$ cat src/rtl/event_collector.sv
// Event collector: edge/level event capture, masked pending, lowest-index grant.
// Define EVENT_COLLECTOR_LEVEL_EN for level-sensitive capture (no in_q, ovf tied low).
module event_collector #(
  parameter  int N = 2,
  localparam int W = $clog2(N)
) (
  input  logic         clk,
  input  logic         rst_n,
  input  logic [N-1:0] in,
  input  logic [N-1:0] mask,
  output logic [N-1:0] pend,
  output logic         req,
  output logic [W-1:0] id,
  input  logic         ack,
  output logic         ovf
);

  typedef enum logic {
    IDLE  = 1'b0,
    ISSUE = 1'b1
  } state_t;

  state_t       state;
  state_t       state_nxt;
  logic [N-1:0] pending;
  logic [N-1:0] pending_nxt;
  logic [N-1:0] evt;
  logic [N-1:0] clr;
  logic [W-1:0] id_nxt;
  logic [W-1:0] lowest;

`ifdef EVENT_COLLECTOR_LEVEL_EN
  assign evt = in;
  assign ovf = 1'b0;
`else
  logic [N-1:0] in_q;
  logic         ovf_q;

  // Delayed copy of the inputs for rising-edge detection.
  always_ff @(posedge clk or negedge rst_n) begin
    if (!rst_n) in_q <= '0;
    else        in_q <= in;
  end

  assign evt = in & ~in_q;

  // Sticky overrun: a new edge landed on a source still pending.
  always_ff @(posedge clk or negedge rst_n) begin
    if (!rst_n) ovf_q <= 1'b0;
    else        ovf_q <= ovf_q | (|(evt & pending));
  end

  assign ovf = ovf_q;
`endif

  assign pend = pending & mask;
  assign req  = (state == ISSUE);

  // Lowest enabled pending index; fixed priority, no rotation.
  always_comb begin
    lowest = '0;
    for (int i = N - 1; i >= 0; i--) begin
      if (pend[i]) lowest = W'(i);
    end
  end

  // Grant FSM: pick in IDLE, hold id/req until ack in ISSUE.
  always_comb begin
    state_nxt = state;
    id_nxt    = id;
    clr       = '0;
    unique case (state)
      IDLE: begin
        if (|pend) begin
          state_nxt = ISSUE;
          id_nxt    = lowest;
        end
      end
      ISSUE: begin
        if (ack) begin
          state_nxt = IDLE;
          clr[id]   = 1'b1;
        end
      end
    endcase
  end

  // Set wins over the grant clear on the same source.
  assign pending_nxt = (pending & ~clr) | evt;

  // State, grant index and pending vector registers.
  always_ff @(posedge clk or negedge rst_n) begin
    if (!rst_n) begin
      state   <= IDLE;
      id      <= '0;
      pending <= '0;
    end else begin
      state   <= state_nxt;
      id      <= id_nxt;
      pending <= pending_nxt;
    end
  end

endmodule

$ cat config.mk
export PLATFORM = sky130hd
export DESIGN_NAME = event_collector
export DESIGN_NICKNAME = d
export VERILOG_FILES = /design/src/rtl/event_collector.sv
export SDC_FILE = /design/constraint.sdc
export NUM_CORES = 1
export LEC_CHECK = 0
export CORE_AREA = 2 2 39 41
export DETAILED_ROUTE_END_ITERATION = 8
export DIE_AREA = 0 0 41 43
export PLACE_DENSITY = 0.43
export SLEW_MARGIN = 20
export SYNTH_ARGS = -nofsm -noshare
export SYNTH_HDL_FRONTEND = slang
export SYNTH_SLANG_ARGS = --single-unit
$ cat constraint.sdc
create_clock -name clk -period 3.2 [get_ports clk]
set_clock_uncertainty 0.2 [all_clocks]
set_input_delay 0.48 -clock clk [delete_from_list [all_inputs] [get_ports clk]]
set_output_delay 0.48 -clock clk [all_outputs]
set_load 0.01 [all_outputs]
# Yosys cells after proc, flatten, opt, wreduce, memory -nomap -nowiden

Index checks and enable logic that the tools add are counted.

Bits in registers: 7
Bits of input ports: 7
Output and inout bits: 5
Logic and storage cells: 29

Multiplexer cells: 9
Bitwise operators: 9
$lt $le $gt $ge: 2
Reductions and logical operators: 4

Operators with widths:

| kind                 | number |
|---|---|
| $and A2 B2 Y2        | 4 |
| $mux W1              | 5 |
| $mux W2              | 2 |
| $not A2 Y2           | 2 |
| $reduce_or A2 Y1     | 2 |
| $lt A1 B2 Y1 const B | 1 |
| $or A2 B2 Y2         | 1 |
| $pmux W1 S2          | 1 |
| $reduce_and A2 Y1    | 1 |
| $demux W1 S1         | 1 |
| $ge A1 B1 Y1 const B | 1 |
| $logic_and A1 B1 Y1  | 1 |
| $not A1 Y1           | 1 |
| $or A1 B1 Y1         | 1 |

# Longest topological paths before layout

Gate-level depths: netlist (run 1).

Depth in word-level cells: 9
Depth in mapped cells: 2
Depth with buffers taken out: 2

# Worst setup path after synthesis (run 1)

OpenSTA, ideal clock, no wires.

Path kind: input -> output
Start point: input mask[1]
End point: output pend[1]
Required time: 2.520 ns
Setup slack: 1.845 ns
Path buffers: 0
Cell stages on the path: 1
Arrival: 0.675 ns
Cell sequence: and2_2

Cells in the longest elaborated chain, start to end: 1

Ends and longest elaborated chain:

| what          | line | source |
|---|---|---|
| from (decl)   | 10   | `input logic [N-1:0] mask,` |
| $and A2 B2 Y2 | 56   | `assign pend = pending & mask;` |
| to (decl)     | 11   | `output logic [N-1:0] pend,` |

No other way between the ends.

# Final worst setup path (run 1)

Same ends and word-level chain as after synthesis.

==> metrics, run 1 <==
Post-Syn Area=284 sq um; status=finished, final reports clean; RSZ-0062 raised after global routing=no; PwrDens=about 730 mW/mm^2; Post-DP Area=between 400 and 500 sq um; fillers=148; Syn. warnings=0; NetSw=91.1 uW; share of the synthesized area in the top cell type=61.7%; PostCTS Resize Cnt=0; clk_lat worst skew=0.25 ns; Hold Path Class=primary input to asynchronous set/reset pin; die width=between 40 and 50 microns; Worst EP arrival=1.62 ns; leak pwr=between 0.15 and 0.2 nW; Hold Buf Count CTS=0; Layout Cells excl Fill=53; Int Pwr=229 uW; CP startpoint kind=primary input; final instance area=440 sq um; routability cong.=0.671; drt via density=4.23; sequential power share=43.1%; I/O Buffers=11; RR Endpoint=req; EDFF count, synth=0; drt pass-1 iters=2; # Post-CTS Setup Buffers=0; worst-path fanout max=2; die height=43 microns; Hold WS=0.278 ns; Total GRT Usage=8.51%; Max Freq=approximately 430 MHz; Tmin final=2.30 ns; Comb pwr share=about a third; r2r worst-path depth=2; Core Box Area=roughly 0.0014 sq mm; Multi-input gate area=97.6 sq um; CTS Buf Count=3; I/O pins=12; Post-Syn Nets=29; largest area contributor in the netlist=dfrtp_1; WP data required=2.52 ns; top cells by area, synth=dfrtp_1, inv_1, a22o_2, a311o_1, and3b_2; Area growth syn-to-layout=55.1%; first-pass GRT wire length=931 microns; peak supply drop=between 0.2 and 0.3 mV; clk buf depth=2; Routed WL per cell=11.1 microns; Seq/Total Area, Yosys=between 60% and 70%; Sw Ratio=28.4%; storage element area=175 sq um; clk root buf=clkbuf_4; Tightest Pin Transition=between 0.3 and 0.4 ns; setup TNS=0 ns; share of cells above drive strength 1=18.9%; RR Startpoint=pending[0]; CTS tree=done; n_diodes=0; Gate Count Post-Synth=22; cell count after placement=between 40 and 50; via count=224; # H-tree levels=1; count leader, synth=dfrtp_1; Hold Fails Final Rpt=0; FFs w/ async S/R, synth=100%; die area=0.00176 sq mm; Avg Cell Area, Syn=12.9 sq um; Reg2Reg Setup Slack=2.04 ns; num rows=14; final period utilization=72.0%; top_reg_cell synth=dfrtp_1; critical path endpoint category=output pin; CTS sink cnt=7; critical path type=primary input to output pin; Final ANT Viol Nets=0; Initial Util=20.5%; Clock Power Share=about a quarter; Unique masters post-synth=14; HPWL after DPL=between 400 and 500 microns; CTS clk-pin slew, worst paths=0.05 ns; final setup fails=0; Synth top cells by count=dfrtp_1, inv_1; Rel. slew slack=79.8%; Total Wirelength=588 microns; max capacitance violation total=0; final core occ=31.8%; drt first-iter violations=2; Synth Register Bits=7; max-slew violation count=0; vias in the first global route=240; nets=45; pin count of the biggest net entering global routing=8; DR DRC count=0; Overflow after GRT=0; initial antenna violation count=0
## power groups by stage
stage                     clock (mW)  combinational (mW)  sequential (mW)
after floorplan                    0              0.0483            0.138
after global placement             0               0.104            0.137
after detailed placement           0               0.104            0.139
after CTS                     0.0829               0.105            0.138
after global routing          0.0890               0.111            0.141
final                         0.0786               0.104            0.138
## sequential cells by signal, summed over array words and instances, names as in the netlist
signal   count
pending      2
in_q         2
req          1
ovf          1
id           1
## worst max path at each step
stage	startpoint	endpoint	depth (start not counted)	slack, ns
floorplan	mask[1]	pend[1]	1	1.84
global placement	mask[1]	pend[1]	3	0.90
detailed placement	mask[1]	pend[1]	3	0.90
CTS	mask[1]	pend[1]	3	0.89
global route	mask[1]	pend[1]	3	0.86
finish	mask[1]	pend[1]	3	0.90
## routing by layer
layer / vias to the layer above / track usage [%] / part of all wire [%]
met1: 106 / 9.60 / 43
met4: 0 / 10.0 / 1.2
met2: 8 / 10.3 / 47
met5: - / 0 / 0
met3: 2 / 3.66 / 8.5
li1: 108 / - / -
## critical path, cell delays in order
cell	delay, ns
clkdlybuf4s50_1	0.46
and2_2	0.15
clkdlybuf4s50_1	0.53
## stage by stage
stage | setup slack (ns) | power (mW)
finish | 0.895 | 0.320
global route | 0.857 | 0.342
CTS | 0.889 | 0.326
detailed placement | 0.895 | 0.243
global placement | 0.903 | 0.241
floorplan | 1.84 | 0.186
## kinds of logic (layout without fill, tap and decap cells)
| group | count (synthesis) | in the layout | synth area share [%] |
|---|---|---|---|
| flip-flops | 7 | 7 | 61.7 |
| AO/OA/AOI/OAI | 5 | 5 | 16.3 |
| buffers and inverters | 3 | 18 | 3.96 |
| AND/OR/NAND/NOR | 7 | 7 | 18.1 |
## cell usage in the layout (no fill, tap or decap), types with 3 or more instances in the layout
cell type	n
clkbuf_4	3
clkdlybuf4s50_1	11
dfrtp_1	7
inv_1	3
## cell type report
class	count	share of cell area [%]
clock buffer	4	5.97
inverter	3	2.56
multi-input combinational	12	22.2
sequential	7	39.8
tap	16	4.55
timing repair buffer	11	25.0
Note: power is estimated with default switching activity, not from simulation.
==> run 2: changes to the inputs <==
- PLACE_DENSITY: 0.43 -> 0.44
- clock period: 3.2 -> 1.95 ns (I/O delays scaled with it)
==> run 2 against run 1 <==
Design area rose by 0.57%. Critical path type unchanged. Non-clock buffer count did not move. Sequential share of layout area fell by 0.22 points.
==> metrics, run 2 (same netlist as run 1, synthesis figures left out) <==
die height=43 microns (unchanged); CP startpoint kind=primary input (unchanged); Int Pwr=375 uW (was 229 uW); max-slew violation count=0 (unchanged); Overflow after GRT=0 (unchanged); leak pwr=0.207 nW (was 0.195 nW); die width=41 microns (unchanged); # H-tree levels=1 (unchanged); status=finished, final reports clean (unchanged); final setup fails=0 (unchanged); drt via density=4.34 (was 4.23); n_diodes=0 (unchanged); nets=45 (unchanged); Total Wirelength=617 microns (was 588 microns); met1 Use GR=12.6% (was 9.60%); Comb pwr share=32.5% (was 32.4%); PostCTS Resize Cnt=0 (unchanged); RSZ-0062 raised after global routing=no (unchanged); fillers=151 (was 148); setup TNS=0 ns (unchanged); Total GRT Usage=10.5% (was 8.51%); worst-path fanout max=3 (was 2); die area=0.00176 sq mm (unchanged); clk root buf=clkbuf_4 (unchanged); Rel. slew slack=79.0% (was 79.8%); critical path type=primary input to output pin (unchanged); drt pass-1 iters=1 (was 2); max capacitance violation total=0 (unchanged); Core Box Area=0.00138 sq mm (unchanged); Hold Path Class=primary input to asynchronous set/reset pin (unchanged); Worst EP arrival=1.42 ns (was 1.62 ns); Largest regs=in_q (2), pending (2) (unchanged); Max Freq=roughly 520 MHz; cell count after placement=49 (unchanged); commonest cells after routing, fill and taps aside=clkdlybuf4s50_1, dfrtp_1, inv_1, clkbuf_4 (unchanged); WP data required=1.46 ns (was 2.52 ns); CTS Buf Count=3 (unchanged); Layout Cells excl Fill=53 (unchanged); clk_lat worst skew=0.24 ns (was 0.25 ns); final period utilization=about 98%; num rows=14 (unchanged); storage element area=175 sq um (unchanged); Final ANT Viol Nets=0 (unchanged); CTS clk-pin slew, worst paths=0.05 ns (about the same); share of cells above drive strength 1=18.9% (unchanged); Tightest Pin Transition=0.315 ns (was 0.302 ns); via count=230 (was 224); clk buf depth=2 (unchanged); total power=525 uW (was 320 uW); Multi-input gate area=97.6 sq um (unchanged); vias in the first global route=239 (was 240); met3 GRT Util=8.90% (was 3.66%); routability cong.=0.621 (was 0.671); pin count of the biggest net entering global routing=8 (unchanged); CTS tree=done (unchanged); Routed WL per cell=11.6 microns (was 11.1 microns); PwrDens=1180 mW/mm^2 (was 727 mW/mm^2); # Post-CTS Setup Buffers=0 (unchanged); Area growth syn-to-layout=55.9% (was 55.1%); met2 Use GR=11.6% (was 10.3%); Tmin final=about 1.9 ns; Clock Power Share=24.2% (was 24.5%); Hold Fails Final Rpt=0 (unchanged); DR DRC count=0 (unchanged); peak supply drop=0.499 mV (was 0.280 mV); NetSw=150 uW (was 91.1 uW); sequential power share=43.3% (was 43.1%); commonest non-fill, non-tap cell in the layout=clkdlybuf4s50_1 (unchanged); Initial Util=20.5% (unchanged); initial antenna violation count=0 (unchanged); drt first-iter violations=0 (was 2); I/O Buffers=11 (unchanged); CTS sink cnt=7 (unchanged); first-pass GRT wire length=1.10 mm (was 931 microns); critical path endpoint category=output pin (unchanged); final core occ=32.0% (was 31.8%); Sw Ratio=28.6% (was 28.4%); Hold Buf Count CTS=0 (unchanged); gr busiest metal=met1 (was met2); I/O pins=12 (unchanged)
-- run 2: changes by cell type in the layout (fill, tap and decap cells not counted), sizes merged --
cell | previous run | this run
dlymetal6s2s | 0 | 1
clkdlybuf4s50 | 11 | 10
-- run 2: stage by stage --
step / worst slack, ns / hold slack, ns / instance area, sq um
after floorplan: 0.831 / -0.203 / 284
after global placement: 0.0192 / 0.264 / 414
after detailed placement: 0.0113 / 0.276 / 414
after CTS: 0.00992 / 0.111 / 440
after global routing: 0.00539 / 0.120 / 443
final: 0.0407 / 0.106 / 443
-- run 2: worst paths after layout --
| kind | startpoint | end | cells after the start | slack [ns] |
|---|---|---|---|---|
| setup / recovery | mask[0] | pend[0] | 3 | 0.04 |
| hold / removal | rst_n | in_q[1] | 1 | 0.11 |
| setup reg to reg | pending[1] | ovf | 2 | 0.79 |
| hold reg to reg | ovf | ovf | 1 | 0.29 |
| max in group asynchronous | rst_n | id | 1 | 1.21 |
| min in group clk | ovf | ovf | 1 | 0.29 |
-- run 2: layout make-up --
cell class              instances  share of cell area (%)
clock buffers                   4                    5.93
inverters                       3                    2.54
multi-input cells              12                    22.0
flip-flops and latches          7                    39.5
well taps                      16                    4.52
repair buffers                 11                    25.4
-- run 2: worst max-delay path: stages --
cell and delay [ns]:
clkdlybuf4s50_1 0.45, and2_4 0.14, clkdlybuf4s50_1 0.53
-- run 2: layer usage --
metal	vias up	share of wire, %
met4	0	0
li1	110	-
met5	-	0
met3	0	12
met2	10	40
met1	110	48
-- run 2: power by group through the flow --
stage	combinational [mW]	clock, mW	sequential [mW]
3_3_place_gp	0.171	0	0.226
2_1_floorplan	0.0793	0	0.227
6_report	0.170	0.127	0.227
4_1_cts	0.175	0.134	0.228
5_1_grt	0.186	0.149	0.237
3_5_place_dp	0.172	0	0.229
==> run 3: changes to the inputs <==
- PLACE_DENSITY: 0.44 -> 0.43
- clock period: 1.95 -> 2.4 ns (I/O delays scaled with it)
==> run 3 against run 2 <==
Final cell count unchanged. Via count stayed put. Utilization is 0.18 points lower. Register-to-register slack improved by 0.43 ns. Critical path depth stayed put. Design area down 0.57%. Largest cell class unchanged. Largest power group unchanged.
==> metrics, run 3 (same netlist as run 1, synthesis figures left out) <==
status=finished, final reports clean (unchanged); I/O pins=12 (unchanged); Clock Power Share=24.0% (was 24.2%); peak supply drop=0.372 mV (was 0.499 mV); clk root buf=clkbuf_4 (unchanged); max capacitance violation total=0 (unchanged); die width=41 microns (unchanged); Area growth syn-to-layout=55.1% (was 55.9%); PwrDens=968 mW/mm^2 (was 1180 mW/mm^2); Tmin final=between 2 and 2.5 ns; Comb pwr share=32.4% (was 32.5%); Buf+Inv Stages, Crit Path=2 (unchanged); final period utilization=85.8%; Total GRT Usage=8.90% (was 10.5%); drt pass-1 iters=3 (was 1); Max stage delay cell, worst path=clkdlybuf4s50_1 (unchanged); routability cong.=0.705 (was 0.621); num rows=14 (unchanged); nets=45 (unchanged); drt via density=4.34 (unchanged); Routed WL per cell=11.5 microns (was 11.6 microns); WP data required=1.84 ns (was 1.46 ns); worst setup margin=0.340 ns (was 0.0407 ns); commonest non-fill, non-tap cell in the layout=clkdlybuf4s50_1 (unchanged); CTS Buf Count=3 (unchanged); share of cells above drive strength 1=18.9% (unchanged); n_diodes=0 (unchanged); NetSw=121 uW (was 150 uW); CTS tree=done (unchanged); RR Startpoint=pending[0] (was pending[1]); # H-tree levels=1 (unchanged); Post-Place Worst Slack=0.339 ns (was 0.0113 ns); RSZ-0062 raised after global routing=no (unchanged); CTS sink cnt=7 (unchanged); via count=230 (unchanged); die area=0.00176 sq mm (unchanged); Core Box Area=0.00138 sq mm (unchanged); Tightest Pin Transition=0.304 ns (was 0.315 ns); Sw Ratio=28.3% (was 28.6%); sequential power share=43.6% (was 43.3%); max-slew violation count=0 (unchanged); critical path endpoint category=output pin (unchanged); Hold Fails Final Rpt=0 (unchanged); CP startpoint kind=primary input (unchanged); vias in the first global route=251 (was 239); Worst EP arrival=1.50 ns (was 1.42 ns); initial antenna violation count=0 (unchanged); critical path type=primary input to output pin (unchanged); Largest regs=in_q (2), pending (2) (unchanged); clk buf depth=2 (unchanged); Rel. slew slack=79.7% (was 79.0%); pin count of the biggest net entering global routing=8 (unchanged); worst-path cell chain=clkdlybuf4s50_1, and2_2, clkdlybuf4s50_1 (was clkdlybuf4s50_1, and2_4, clkdlybuf4s50_1); Initial Util=20.5% (unchanged); worst-path fanout max=2 (was 3); clk_lat worst skew=0.24 ns (about the same); I/O Buffers=11 (unchanged); leak pwr=0.195 nW (was 0.207 nW); setup TNS=0 ns (unchanged); commonest cells after routing, fill and taps aside=clkdlybuf4s50_1, dfrtp_1, inv_1, clkbuf_4 (unchanged); final setup fails=0 (unchanged); Overflow after GRT=0 (unchanged); Int Pwr=306 uW (was 375 uW); Final ANT Viol Nets=0 (unchanged); DR DRC count=0 (unchanged); critical path's most frequent cell=clkdlybuf4s50_1 (unchanged); Max Freq=roughly 490 MHz; Worst path max stage delay=0.53 ns (about the same); die height=43 microns (unchanged); Hold Buf Count CTS=0 (unchanged); # Post-CTS Setup Buffers=0 (unchanged); crit-path leading delay family=buffers and inverters (unchanged); PostCTS Resize Cnt=0 (unchanged); drt first-iter violations=2 (was 0); CP Launch Point=mask[1] (was mask[0]); CTS clk-pin slew, worst paths=0.05 ns (about the same); Total Wirelength=612 microns (was 617 microns); Hold Path Class=primary input to asynchronous set/reset pin (unchanged); first-pass GRT wire length=1.01 mm (was 1.10 mm)
## run 3: final cells by class
class,instances,area (sq um)
well taps,16,20.0
inverters,3,11.3
repair buffers,11,110
fillers,142,943
flip-flops and latches,7,175
multi-input cells,12,97.6
clock buffers,4,26.3
## run 3: through the flow
| stage | util (%) | total power, mW | instances | cell area [sq um] | hold WS [ns] |
|---|---|---|---|---|---|
| after floorplan | - | 0.248 | 22 | 284 | -0.136 |
| after global placement | 29.9 | 0.324 | 49 | 414 | 0.274 |
| after detailed placement | 29.9 | 0.326 | 49 | 414 | 0.279 |
| after CTS | 31.8 | 0.436 | 53 | 440 | 0.173 |
| after global routing | 31.8 | 0.456 | 53 | 440 | 0.207 |
| final | 31.8 | 0.426 | 53 | 440 | 0.168 |
## run 3: path summary, 6_finish.rpt
path	cells past startpoint	slack, ns	endpoint
min in group clk	1	0.28	ovf
max in group asynchronous	1	1.60	in_q[1]
worst min register to register	1	0.28	ovf
worst max-delay path	3	0.34	pend[1]
worst min-delay path	1	0.17	in_q[0]
worst max register to register	2	1.22	req
## run 3: metal layers
metal  track usage, %  vias to the layer above  share of wire [%]
met5                0                        -                  0
met4             8.00                        0                  0
met3             1.57                        0                3.9
met2             12.2                        6                 51
met1             11.2                      115                 45
li1                 -                      109                  -
## run 3: power by group through the flow
stage | Combinational, mW | Clock [mW] | Sequential (mW)
2_1_floorplan | 0.0644 | 0 | 0.184
3_3_place_gp | 0.138 | 0 | 0.186
3_5_place_dp | 0.139 | 0 | 0.187
4_1_cts | 0.140 | 0.109 | 0.186
5_1_grt | 0.150 | 0.114 | 0.192
6_report | 0.138 | 0.102 | 0.186
